==> src/rtl/jt10_adpcm_gain_ramp.sv <==
// Per-channel ADPCM attenuator for time-multiplexed slots.
// Holds pan/level per channel, optionally slews gain, applies dB->linear gain.
module jt10_adpcm_gain_ramp #(
    parameter int CHANNELS = 6,
    parameter int DW       = 16,
    parameter int RAMP     = 1,
    localparam int CHW     = $clog2(CHANNELS)
) (
    input  logic                 clk,
    input  logic                 rst,
    input  logic                 cen,
    input  logic                 wr_en,
    input  logic [CHW-1:0]       wr_ch,
    input  logic [7:0]           wr_data,
    input  logic [5:0]           atl,
    input  logic                 in_valid,
    input  logic [CHW-1:0]       in_ch,
    input  logic signed [DW-1:0] pcm_in,
    output logic                 out_valid,
    output logic [CHW-1:0]       out_ch,
    output logic [1:0]           lr,
    output logic signed [DW-1:0] pcm_att
);

    localparam logic [6:0] DB_RST = (RAMP != 0) ? 7'd127 : 7'd0;

    // {lr[1:0], level[4:0]} per channel; wr_data[5] is not stored
    logic [6:0] lracl  [CHANNELS];
    logic [6:0] cur_db [CHANNELS];

    logic       in_range;
    logic       wr_ok;
    logic [6:0] rd_reg;
    logic [6:0] rd_db;
    logic [6:0] target_db;
    logic [6:0] next_db;
    logic [9:0] lin;
    logic       unused_bit;

    logic                 s1_valid;
    logic [CHW-1:0]       s1_ch;
    logic [1:0]           s1_lr;
    logic signed [DW-1:0] s1_pcm;
    logic [9:0]           s1_lin;
    logic [2:0]           s1_sh;
    logic                 s1_mute;

    logic                 s2_valid;
    logic [CHW-1:0]       s2_ch;
    logic [1:0]           s2_lr;
    logic signed [DW-1:0] s2_val;
    logic [2:0]           s2_sh;
    logic                 s2_mute;

    logic signed [DW+10:0] prod;

    assign unused_bit = wr_data[5];
    assign in_range   = int'(in_ch) < CHANNELS;
    assign wr_ok      = wr_en && (int'(wr_ch) < CHANNELS);

    always_comb begin
        rd_reg = 7'd0;
        rd_db  = DB_RST;
        for (int i = 0; i < CHANNELS; i++) begin
            if (in_ch == CHW'(i)) begin
                rd_reg = lracl[i];
                rd_db  = cur_db[i];
            end
        end
        // same-cycle write to the sampled channel takes effect immediately
        if (wr_ok && wr_ch == in_ch)
            rd_reg = {wr_data[7:6], wr_data[4:0]};
    end

    assign target_db = {2'b00, ~rd_reg[4:0]} + {1'b0, ~atl};

    always_comb begin
        next_db = target_db;
        if (RAMP != 0) begin
            if (rd_db < target_db)
                next_db = rd_db + 7'd1;
            else if (rd_db > target_db)
                next_db = rd_db - 7'd1;
            else
                next_db = rd_db;
        end
    end

    always_comb begin
        case (next_db[2:0])
            3'd0:    lin = 10'd512;
            3'd1:    lin = 10'd470;
            3'd2:    lin = 10'd431;
            3'd3:    lin = 10'd395;
            3'd4:    lin = 10'd362;
            3'd5:    lin = 10'd332;
            3'd6:    lin = 10'd305;
            default: lin = 10'd280;
        endcase
    end

    always_ff @(posedge clk or posedge rst) begin
        if (rst) begin
            for (int i = 0; i < CHANNELS; i++) begin
                lracl[i]  <= 7'd0;
                cur_db[i] <= DB_RST;
            end
        end else if (cen) begin
            for (int i = 0; i < CHANNELS; i++) begin
                if (wr_ok && wr_ch == CHW'(i))
                    lracl[i] <= {wr_data[7:6], wr_data[4:0]};
                if (in_valid && in_range && in_ch == CHW'(i))
                    cur_db[i] <= next_db;
            end
        end
    end

    assign prod = $signed(s1_pcm) * $signed({1'b0, s1_lin});

    always_ff @(posedge clk or posedge rst) begin
        if (rst) begin
            s1_valid  <= 1'b0;
            s1_ch     <= '0;
            s1_lr     <= 2'd0;
            s1_pcm    <= '0;
            s1_lin    <= 10'd0;
            s1_sh     <= 3'd0;
            s1_mute   <= 1'b0;
            s2_valid  <= 1'b0;
            s2_ch     <= '0;
            s2_lr     <= 2'd0;
            s2_val    <= '0;
            s2_sh     <= 3'd0;
            s2_mute   <= 1'b0;
            out_valid <= 1'b0;
            out_ch    <= '0;
            lr        <= 2'd0;
            pcm_att   <= '0;
        end else if (cen) begin
            s1_valid  <= in_valid;
            s1_ch     <= in_ch;
            s1_lr     <= in_range ? rd_reg[6:5] : 2'd0;
            s1_pcm    <= pcm_in;
            s1_lin    <= lin;
            s1_sh     <= next_db[5:3];
            s1_mute   <= !in_range || next_db[6];
            s2_valid  <= s1_valid;
            s2_ch     <= s1_ch;
            s2_lr     <= s1_lr;
            s2_val    <= DW'(prod >>> 9);
            s2_sh     <= s1_sh;
            s2_mute   <= s1_mute;
            out_valid <= s2_valid;
            if (s2_valid) begin
                out_ch  <= s2_ch;
                lr      <= s2_lr;
                pcm_att <= s2_mute ? '0 : (s2_val >>> s2_sh);
            end
        end
    end

endmodule

==> config.mk <==
export PLATFORM = sky130hd
export DESIGN_NAME = jt10_adpcm_gain_ramp
export DESIGN_NICKNAME = d
export VERILOG_FILES = /design/src/rtl/jt10_adpcm_gain_ramp.sv
export SDC_FILE = /design/constraint.sdc
export NUM_CORES = 1
export LEC_CHECK = 0
export CORE_MARGIN = 3
export CORE_UTILIZATION = 62
export DETAILED_ROUTE_END_ITERATION = 16
export PLACE_DENSITY = 0.9
export RECOVER_POWER = 100
export SYNTH_ARGS = -nofsm -noshare
export SYNTH_HDL_FRONTEND = slang
export SYNTH_SLANG_ARGS = --single-unit
==> constraint.sdc <==
create_clock -name clk -period 7.2 [get_ports clk]
set_input_delay 1.44 -clock clk [delete_from_list [all_inputs] [get_ports clk]]
set_output_delay 1.44 -clock clk [all_outputs]
set_load 0.01 [all_outputs]
==> results.md, run 1 <==
* Worst Hold Class: flop to flop
* IO Pins at 63
* Unrepaired setup endpoints after global routing: false
* Area Overhead vs Synth at 9.28%
* Met3 usage at 4.84%
* Sequential element share of the synthesized area at 30.8%
* Drt first-iter violations at 869
* CP max-delay cell: xnor2_1
* Die Span X at 155 um
* Post-DP Area at 0.0146 mm2
* Synth Area in XOR/XNOR at 2.07%
* Multi-input logic area at 0.00863 mm2
* Yosys cell types at 74
* Violated checks: max-capacitance violations, max-slew violations
* CP Capture Type: flop
* Crit path depth at 22
* Slew HR at -188%
* Actual slew at the worst max-slew pin at 4.29 ns
* Via/cell ratio at 6.18
* Post-cts resize count at 0
* Clock-pin slew on the worst setup and hold paths at 0.06 ns
* CTS Buffer Depth at 2
* Final cell count without fillers at 1640
* Met1 Resource Use GR at 35.9%
* Number of global-route vias before repair at 11000
* Post-Synth Adder-Cell Area at 25.9%
* Routed Antenna Nets at 0
* Starting Density at 64.3%
* Overall global routing resource usage at 28.3%
* Start point of the critical path: in_ch[2]
* Leading register cell type out of synthesis: dfrtp_1
* Total number of vias at 10100
* Finished Cell Area at 0.0151 mm2
* Cts hold-fix bufs at 0
* Mean post-synth cell area at 10.4 um2
* Number of synthesized flops with an enable pin at 0
* Routability cong. at 0.871
* Synth async-reset ratio at 100%
* Gate Count Post-Synth at 1331
* FF-to-FF Start: s1_lin[4]$_DFFE_PP0P_
* Top-count cell post-synth: inv_1
* Syn Std Cell Area at 0.0138 mm2
* Max Cap Viol at 3
* Antenna violations before repair at 0
* Placed Cells at 1608
* Crit start category: input pin
* CP Capture Point: s1_lin[2]$_DFFE_PP0P_
* GR Overflow Total at 0
* Core Region at 0.0215 mm2
* Yosys reg bits at 168
* Drt pass-1 iters at 5
* DRC Markers at 0
* WP data required at 7.51 ns
* Postcts setup bufs at 0
* I/O Buffers at 61
* Fmax achieved at 147 MHz
* Max incr delay on CP at 0.74 ns
* Slew Viols, Final at 245
* Filler instances at 1438
* Critical-path cell list: clkdlybuf4s50_1 > xor2_1 > nor3_1 > a21oi_1 > nor2_1 > buf_4 > mux2_1 > inv_1 > ha_1 > a21o_1 > a21oi_1 > o21bai_1 > a21oi_1 > xnor2_1 > ha_1 > nor2b_1 > o21ai_0 > a31oi_1 > buf_4 > xnor2_1 > o21ai_0 > o22a_1
* CTS H-tree lvls at 4
* Die Ht at 155 um
* Final core occ at 70.3%
* Root Buffer: clkbuf_16
* Status: complete, but fails checks
* Reg area at 0.00426 mm2
* Layout cells sized above 1 at 15.8%
* Diodes inserted at 0
* First-pass GRT wire length at 54200 um
* Synth warnings at 0
* Row Count at 53
* Total Die Area at 0.0241 mm2
* Post-Syn Nets at 1576
* R2R setup slack at 0.92 ns
* Clk_skew at 0.0119 ns
* Type of the worst setup path: input pin to flop
* Simple-gate portion of the synthesized area at 13.1%
* Mux contribution to synthesized area at 12.6%
* Cell mode on critical path: a21oi_1
* Synth Area in Compound Gates at 8.88%
* Final HPWL from detailed placement at 23200 um
* Critical-path maximum fanout at 11
* Final Cycle Share at 94.3%
* Hold Fails Final Rpt at 0
* TritonCTS clock tree: built
* Final min period at 6.79 ns
* Met2 usage at 49.3%
* TritonCTS Buffers at 17
* Reg2reg end: s2_val[9]$_DFFE_PP0P_
* Share of the synthesized area in the top cell type at 22.8%
* R2R cell count at 17
* Post-Route WL at 32600 um
* NumNets Final at 1597
* Worst-Skew Late Latency at 0.44 ns
* Synth top area cells: dfrtp_1 (23%), fa_1 (20%), mux2_2 (8.2%), dfstp_2 (8.0%), ha_1 (6.1%)
* WL/cell at 19.9 um
* Delay-heaviest family, CP: compound AO/OA/AOI/OAI gates
* Layer with the highest usage: met2
* TNS Setup at 0 ns
* Final setup viols at 0
* Synth top cells by count: inv_1 (163), nand2_1 (146), fa_1 (137), dfrtp_1 (126), mux2_2 (101)
* Buf+Inv Stages, Crit Path at 4
* Leading area contributor after synthesis: dfrtp_1
* CTS sink count at 168
* Crit path DAT at 7.10 ns
* Largest net degree at the start of global routing at 96
* Largest family of logic cells by synthesized area: adder cells
area by class of cell:
type / count / share of cell area [%]
flip-flops and latches: 168 / 28.2
well taps: 275 / 2.28
multi-input cells: 926 / 57.2
clock inverters: 12 / 0.779
repair buffers: 73 / 4.53
inverters: 166 / 4.14
clock buffers: 20 / 2.89
metrics by stage:
| stage | setup slack [ns] | hold slack (ns) |
|---|---|---|
| finish | 0.409 | 0.474 |
| floorplan | 0.972 | 0.448 |
| detailed placement | 0.195 | 0.466 |
| global route | 0.133 | 0.487 |
| global placement | 0.496 | 0.461 |
| CTS | 0.635 | 0.477 |
cells in the final DEF, fill, tap and decap left out, drive strengths merged, types with 3 or more instances in the layout:
| cell type | count |
|---|---|
| buf | 12 |
| a21oi | 26 |
| or2 | 5 |
| nor2 | 38 |
| clkinv | 3 |
| nor3 | 10 |
| xor2 | 9 |
| and3 | 6 |
| o21a | 3 |
| dlygate4sd3 | 23 |
| and2 | 94 |
| nand2 | 147 |
| a31oi | 12 |
| o31ai | 11 |
| clkbuf | 22 |
| a22o | 6 |
| mux4 | 12 |
| o21bai | 4 |
| fa | 137 |
| inv | 170 |
| dfrtp | 126 |
| o21ai | 64 |
| o221ai | 3 |
| clkdlybuf4s50 | 36 |
| nor2b | 7 |
| a21o | 8 |
| nand2b | 5 |
| o22ai | 4 |
| nand3 | 20 |
| mux2i | 32 |
| ha | 67 |
| mux2 | 102 |
| dfstp | 42 |
| o22a | 7 |
| clkinvlp | 4 |
| xnor2 | 21 |
| or3 | 8 |
| or4 | 9 |
| nor4 | 6 |
| a211oi | 10 |
worst register-to-register path, delay by kind of cell (launching register included):
family | cells | cell delay (ns)
buffers and inverters | 3 | 0.17
and+or+nand+nor | 1 | 0.16
adders and majority gates | 6 | 2.49
DFF | 1 | 0.87
AOI/OAI and AO/OA | 7 | 2.53
metal layers:
metal  wire [um]  vias to the layer above
met1       12600                     5199
met4         814                        0
met2       17200                      391
li1            -                     4469
met5           0                        -
met3        1960                       84
cells by family after synthesis:
group                    count (synthesis)
AO/OA/AOI/OAI                          183
adder cells (fa/ha/maj)                204
XOR/XNOR                                31
flip-flops                             168
buffers and inverters                  237
multiplexers                           146
AND/OR/NAND/NOR                        362
registers in the layout (all words and copies together), names as in the netlist, 2 cells and up:
name     flops
s1_sh        3
s2_lr        2
s2_ch        3
lr           2
lracl       42
out_ch       3
cur_db      42
s1_pcm      16
s1_lin      10
s2_val      16
s2_sh        3
s1_ch        3
pcm_att     16
s1_lr        2
worst min-delay path by stage:
stage,start,end,cells after the start
2_1_floorplan,s1_lr[0]$_DFFE_PP0P_,s1_lr[0]$_DFFE_PP0P_,2
3_3_place_gp,cur_db[26]$_DFFE_PP1P_,cur_db[26]$_DFFE_PP1P_,2
3_5_place_dp,cur_db[19]$_DFFE_PP1P_,cur_db[19]$_DFFE_PP1P_,2
4_1_cts,cur_db[33]$_DFFE_PP1P_,cur_db[33]$_DFFE_PP1P_,2
5_1_grt,cur_db[33]$_DFFE_PP1P_,cur_db[33]$_DFFE_PP1P_,2
6_report,pcm_att[6]$_DFFE_PP0P_,pcm_att[6]$_DFFE_PP0P_,2
Power of run 1 is left out: the tool's default activity adds up to more than one toggle a clock period on the data nets, which glitch-free logic cannot reach.
==> inputs of run 2 (changes only) <==
GPL_TIMING_DRIVEN = 0   (was not set)
==> run 2 against run 1 <==
  * The flow still finishes with violations (max-capacitance violations, max-slew violations)
  * Worst hold slack improved by 0.0027 ns
  * Wire length increased by 5.7%
  * Register-to-register slack got worse by 0.57 ns
  * First-iteration DRC count is 0.23% lower
  * Flip-flop and latch count unchanged
  * Setup slack lost 0.16 ns
  * Cell area is 1.7% higher
  * Final cell count is 3.5% higher
  * Global-route usage up 1.4 points
  * Count of clock-buffer cells in the layout down 2
  * Maximum frequency is 2.4% lower
  * Core utilization increased by 1.2 points
  * Critical path type unchanged
  * Critical endpoint is now s1_sh[1]$_DFFE_PP0P_
  * Largest cell class unchanged
  * Highest routed layer unchanged
==> results.md, run 2 (synthesis results as in run 1) <==
* Critical-path maximum fanout at 10 (-1)
* WP data required at 7.49 ns (-0.02 ns)
* FF-to-FF Start: s1_lin[3]$_DFFE_PP0P_
* Placed Cells at 1665 (+3.5%)
* Cts hold-fix bufs at 0 (unchanged)
* CP Capture Type: flop
* R2R cell count at 21 (+4)
* TritonCTS Buffers at 17 (unchanged)
* Post-cts resize count at 2 (+2)
* Routed Antenna Nets at 0 (unchanged)
* Final cell count without fillers at 1697 (+3.5%)
* R2R setup slack at 0.35 ns (-0.57 ns)
* Most frequent cells in the layout: inv_1 (162), nand2_1 (146), fa_1 (137)
* CP Capture Point: s1_sh[1]$_DFFE_PP0P_
* Violated checks: max-capacitance violations, max-slew violations
* First-pass GRT wire length at 56900 um (+4.9%)
* Filler instances at 1422 (-1.1%)
* Most common cell after layout, fill and taps aside: inv_1
* CTS sink count at 168 (unchanged)
* Start point of the critical path: in_ch[0]
* Via/cell ratio at 6.25 (+0.98%)
* Slew HR at -121% (+67 points)
* Area Overhead vs Synth at 11.2%
* CTS H-tree lvls at 4 (unchanged)
* WL/cell at 20.3 um (+2.2%)
* NumNets Final at 1654 (+3.6%)
* Die Span X at 155 um (unchanged)
* Final setup viols at 0 (unchanged)
* Final min period at 6.96 ns (+0.165 ns)
* Status: complete, but fails checks
* Layout cells sized above 1 at 15.6% (-0.14 points)
* Actual slew at the worst max-slew pin at 3.31 ns (-0.980 ns)
* Root Buffer: clkbuf_16
* Clk_skew at 0.0116 ns (-0.000334 ns)
* Largest regs: cur_db x42, lracl x42
* Routability cong. at 0.886 (+1.7%)
* Max Cap Viol at 2 (-1)
* Fmax achieved at 144 MHz (-2.4%)
* Final HPWL from detailed placement at 24800 um (+7.1%)
* Post-Route WL at 34500 um (+5.7%)
* Total number of vias at 10600 (+4.5%)
* Unrepaired setup endpoints after global routing: false
* Hold Fails Final Rpt at 0 (unchanged)
* Crit start category: input pin
* Largest net degree at the start of global routing at 135 (+41%)
* Clock-pin slew on the worst setup and hold paths at 0.07 ns (about the same)
* Drt pass-1 iters at 5 (unchanged)
* Postcts setup bufs at 0 (unchanged)
* DRC Markers at 0 (unchanged)
* Final Cycle Share at 96.6% (+2.3 points)
* Slew Viols, Final at 135 (-45%)
* IO Pins at 63 (unchanged)
* Reg2reg end: s2_val[9]$_DFFE_PP0P_
* Core Region at 0.0215 mm2 (unchanged)
* Die Ht at 155 um (unchanged)
* Type of the worst setup path: input pin to flop
* GR Overflow Total at 0 (unchanged)
* Number of global-route vias before repair at 11400 (+3.5%)
* I/O Buffers at 58 (-4.9%)
* Row Count at 53 (unchanged)
* HP Start: cur_db[33]$_DFFE_PP1P_
* Worst-Skew Late Latency at 0.44 ns (about the same)
* Crit path DAT at 7.24 ns (+0.14 ns)
* TritonCTS clock tree: built
* Worst Hold Class: flop to flop
* Total Die Area at 0.0241 mm2 (unchanged)
* Drt first-iter violations at 867 (-0.23%)
* Diodes inserted at 0 (unchanged)
* Starting Density at 64.3% (unchanged)
* Overall global routing resource usage at 29.7% (+1.4 points)
* CTS Buffer Depth at 2 (unchanged)
* Antenna violations before repair at 0 (unchanged)
-- run 2: changes by cell type in the layout (fill, tap and decap cells not counted), moves of 2 or more --
cell        before  now
clkbuf_2         1    5
buf_6            0    3
clkbuf_1         4   57
buf_2            2    4
inv_8            1    4
o21ai_1          0    3
buf_1            0    3
buf_4           10    1
inv_6            4    6
clkinv_2         2    0
clkinv_8         0    2
o21ai_0         64   61
clkinvlp_4       3    0
-- run 2: how the worst min path moves through the flow --
stage | slack (ns) | cells after the start | to
3_5_place_dp | 0.47 | 2 | cur_db[33]$_DFFE_PP1P_
6_report | 0.48 | 2 | cur_db[33]$_DFFE_PP1P_
4_1_cts | 0.48 | 2 | cur_db[33]$_DFFE_PP1P_
3_3_place_gp | 0.46 | 2 | cur_db[19]$_DFFE_PP1P_
2_1_floorplan | 0.45 | 2 | s1_lr[0]$_DFFE_PP0P_
5_1_grt | 0.51 | 2 | cur_db[19]$_DFFE_PP1P_
-- run 2: critical path: stages --
cell             delay [ns]
clkdlybuf4s50_1        0.59
buf_6                  0.22
buf_6                  0.21
xnor2_1                0.14
nand2_1                0.08
nor2_1                 0.69
mux2_2                 0.45
inv_1                  0.07
ha_1                   0.22
a21o_1                 0.16
a21oi_1                0.25
o21bai_1               0.11
a21oi_1                0.23
xnor2_1                0.16
ha_1                   0.26
nor2b_1                0.15
o21ai_1                0.35
nand3_1                0.26
a32oi_1                0.31
clkbuf_1               0.43
or3_1                  0.32
a31oi_1                0.13
-- run 2: layer usage --
layer	vias to the layer above	GRT usage, %	wire [um]
met5	-	0	0
met4	0	12.8	1460
met3	130	5.31	2470
met2	530	50.2	17300
met1	5353	37.9	13200
li1	4585	-	-
-- run 2: metrics by stage --
step | hold WS (ns) | utilization [%] | setup WS (ns) | area [um2] | setup TNS [ns]
after floorplan | 0.448 | - | 0.972 | 13800 | 0
after global placement | 0.460 | 68.6 | -0.717 | 14700 | -94.11
after detailed placement | 0.467 | 68.8 | -0.670 | 14800 | -10.24
after CTS | 0.477 | 71.5 | 0.0807 | 15400 | 0
after global routing | 0.506 | 71.5 | 0.0140 | 15400 | 0
final | 0.477 | 71.5 | 0.244 | 15400 | 0
-- run 2: final cells by class --
class                   instances  area, um2  area share [%]
clock buffers                  18        429            2.79
well taps                     275        344            2.24
plain buffers                  71        303            1.97
repair buffers                 59        586            3.81
flip-flops and latches        168       4260            27.7
multi-input cells             926       8670            56.4
clock inverters                14        148           0.961
inverters                     166        624            4.07
Power of run 2 is left out for the same reason.
==> inputs of run 3 (changes only) <==
CORE_UTILIZATION = 64   (was 62)
PLACE_DENSITY = 0.93   (was 0.9)
clock period = 9 ns   (was 7.2 ns; I/O delays follow)
==> run 3 against run 2 <==
  * The flow still finishes with violations (max-capacitance violations, max-slew violations)
  * Flip-flop and latch count stayed put
  * Global-route usage is 1.5 points higher
  * First-iteration DRC count is 18% higher
  * Die area is 3.0% lower
  * Cell area is 0.20% lower
  * Highest routed layer unchanged
  * Critical path type unchanged
  * Final cell count stayed put
  * Largest cell class unchanged
==> results.md, run 3 (synthesis results as in run 1) <==
* Status: complete, but fails checks
* Violated checks: max-capacitance violations, max-slew violations
* First-pass GRT wire length at 58400 um (+2.6%)
* Post-DP Area at 0.0148 mm2 (unchanged)
* Largest regs: cur_db x42, lracl x42
* Routability cong. at 0.881 (-0.55%)
* FF-to-FF Start: s1_lin[3]$_DFFE_PP0P_
* Layout cells sized above 1 at 15.0% (-0.63 points)
* IO Pins at 63 (unchanged)
* Drt pass-1 iters at 6 (+1)
* Cts hold-fix bufs at 0 (unchanged)
* Largest net degree at the start of global routing at 114 (-16%)
* Max Cap Viol at 2 (unchanged)
* Crit start category: input pin
* Area Overhead vs Synth at 11.0%
* Overall global routing resource usage at 31.2% (+1.5 points)
* DRC Markers at 0 (unchanged)
* Diodes inserted at 0 (unchanged)
* Slew Viols, Final at 171 (+27%)
* Unrepaired setup endpoints after global routing: false
* Hold Fails Final Rpt at 0 (unchanged)
* Antenna violations before repair at 0 (unchanged)
* Root Buffer: clkbuf_16
* Fmax achieved at 116 MHz
* CP Capture Point: s1_lin[0]$_DFFE_PP0P_
* Type of the worst setup path: input pin to flop
* Post-Route WL at 35700 um (+3.6%)
* Worst-Skew Late Latency at 0.45 ns (about the same)
* Final core occ at 72.7% (+1.2 points)
* Post-cts resize count at 0 (-2)
* NumNets Final at 1654 (unchanged)
* CTS H-tree lvls at 4 (unchanged)
* Via/cell ratio at 6.43 (+3.0%)
* Critical-path maximum fanout at 10 (unchanged)
* Die Ht at 153 um (-1.5%)
* Start point of the critical path: in_ch[0]
* TritonCTS Buffers at 17 (unchanged)
* Crit path DAT at 8.87 ns (+1.63 ns)
* Clock-pin slew on the worst setup and hold paths at 0.07 ns (about the same)
* Final setup margin at 0.404 ns (+0.160 ns)
* TNS Setup at 0 ns (unchanged)
* WL/cell at 21.0 um (+3.6%)
* Starting Density at 65.5% (+1.2 points)
* WP data required at 9.28 ns (+1.79 ns)
* Routed Antenna Nets at 0 (unchanged)
* R2R setup slack at 2.25 ns (+1.90 ns)
* TritonCTS clock tree: built
* Drt first-iter violations at 1019 (+18%)
* Pre-CTS setup slack at 0.491 ns (+1.16 ns)
* Most frequent cells in the layout: inv_1 (162), nand2_1 (146), fa_1 (137)
* Total Die Area at 0.0234 mm2 (-3.0%)
* Clk_skew at 0.0163 ns (+0.00466 ns)
* Slew HR at -85.1% (+36 points)
* Final Cycle Share at 95.5%
* Postcts setup bufs at 0 (unchanged)
* Final min period at 8.60 ns
* I/O Buffers at 58 (unchanged)
* CTS Buffer Depth at 2 (unchanged)
* Worst Hold Class: flop to flop
* Row Count at 53 (unchanged)
* R2R cell count at 21 (unchanged)
* Most common cell after layout, fill and taps aside: inv_1
* Core Region at 0.0211 mm2 (-1.9%)
* CTS sink count at 168 (unchanged)
* Final HPWL from detailed placement at 24800 um (+0.22%)
* CP Capture Type: flop
* Actual slew at the worst max-slew pin at 2.78 ns (-0.537 ns)
* Reg2reg end: s2_val[9]$_DFFE_PP0P_
* GR Overflow Total at 0 (unchanged)
* Total number of vias at 10900 (+3.0%)
* Finished Cell Area at 0.0153 mm2 (-0.20%)
* Die Span X at 153 um (-1.5%)
* Final setup viols at 0 (unchanged)
* Filler instances at 1306 (-8.2%)
* Number of global-route vias before repair at 11500 (+0.97%)
==> run 3: cell count changes in the layout (fill, tap and decap cells not counted), moves of 3 or more <==
cell / change
clkbuf_1: +3
clkbuf_2: -3
inv_6: -4
o21ai_0: +3
o21ai_1: -3
==> run 3: final cells by class <==
class | count | area (um2) | share of cell area (%)
flip-flops and latches | 168 | 4260 | 27.8
well taps | 275 | 344 | 2.24
clock buffers | 20 | 457 | 2.98
repair buffers | 59 | 586 | 3.82
plain buffers | 71 | 295 | 1.93
inverters | 166 | 624 | 4.07
clock inverters | 12 | 131 | 0.857
multi-input cells | 926 | 8630 | 56.3
==> run 3: critical path, cell delays in order <==
cell and delay, ns:
dlygate4sd3_1 0.65, buf_6 0.22, buf_6 0.21, buf_2 0.35, clkbuf_1 0.62, mux2i_1 0.31
o21ai_0 0.14, mux2i_1 0.20, ha_1 0.22, inv_1 0.07, fa_1 0.42, inv_1 0.07
a21oi_1 0.06, o21bai_1 0.21, a21oi_1 0.09, or2_2 0.28, ha_1 0.34, nand4_1 0.18
or2_2 0.39, a31oi_1 0.70, xnor2_1 0.19, clkbuf_1 0.31, o311ai_0 0.63, o21ai_0 0.18
==> run 3: worst min path at each step <==
stage	to	slack [ns]	from	depth (start not counted)
final	cur_db[19]$_DFFE_PP1P_	0.48	cur_db[19]$_DFFE_PP1P_	2
after global routing	cur_db[15]$_DFFE_PP1P_	0.50	cur_db[15]$_DFFE_PP1P_	2
after CTS	cur_db[19]$_DFFE_PP1P_	0.48	cur_db[19]$_DFFE_PP1P_	2
after detailed placement	cur_db[19]$_DFFE_PP1P_	0.47	cur_db[19]$_DFFE_PP1P_	2
after floorplan	s1_lr[0]$_DFFE_PP0P_	0.45	s1_lr[0]$_DFFE_PP0P_	2
after global placement	cur_db[12]$_DFFE_PP1P_	0.46	cur_db[12]$_DFFE_PP1P_	2
==> run 3: routing by layer <==
layer	wire length, um	track usage [%]	up-vias	part of all wire [%]
li1	-	-	4581	-
met1	13200	38.9	5508	37
met2	17700	52.7	644	49
met3	3000	5.92	185	8.4
met4	1800	15.2	0	5.0
met5	0	0	-	0
==> run 3: metrics by stage <==
step,hold slack (ns),std cells
floorplan,0.448,1331
global placement,0.458,1664
detailed placement,0.470,1665
CTS,0.479,1697
global route,0.503,1697
finish,0.479,1697
Power of run 3 is left out for the same reason.
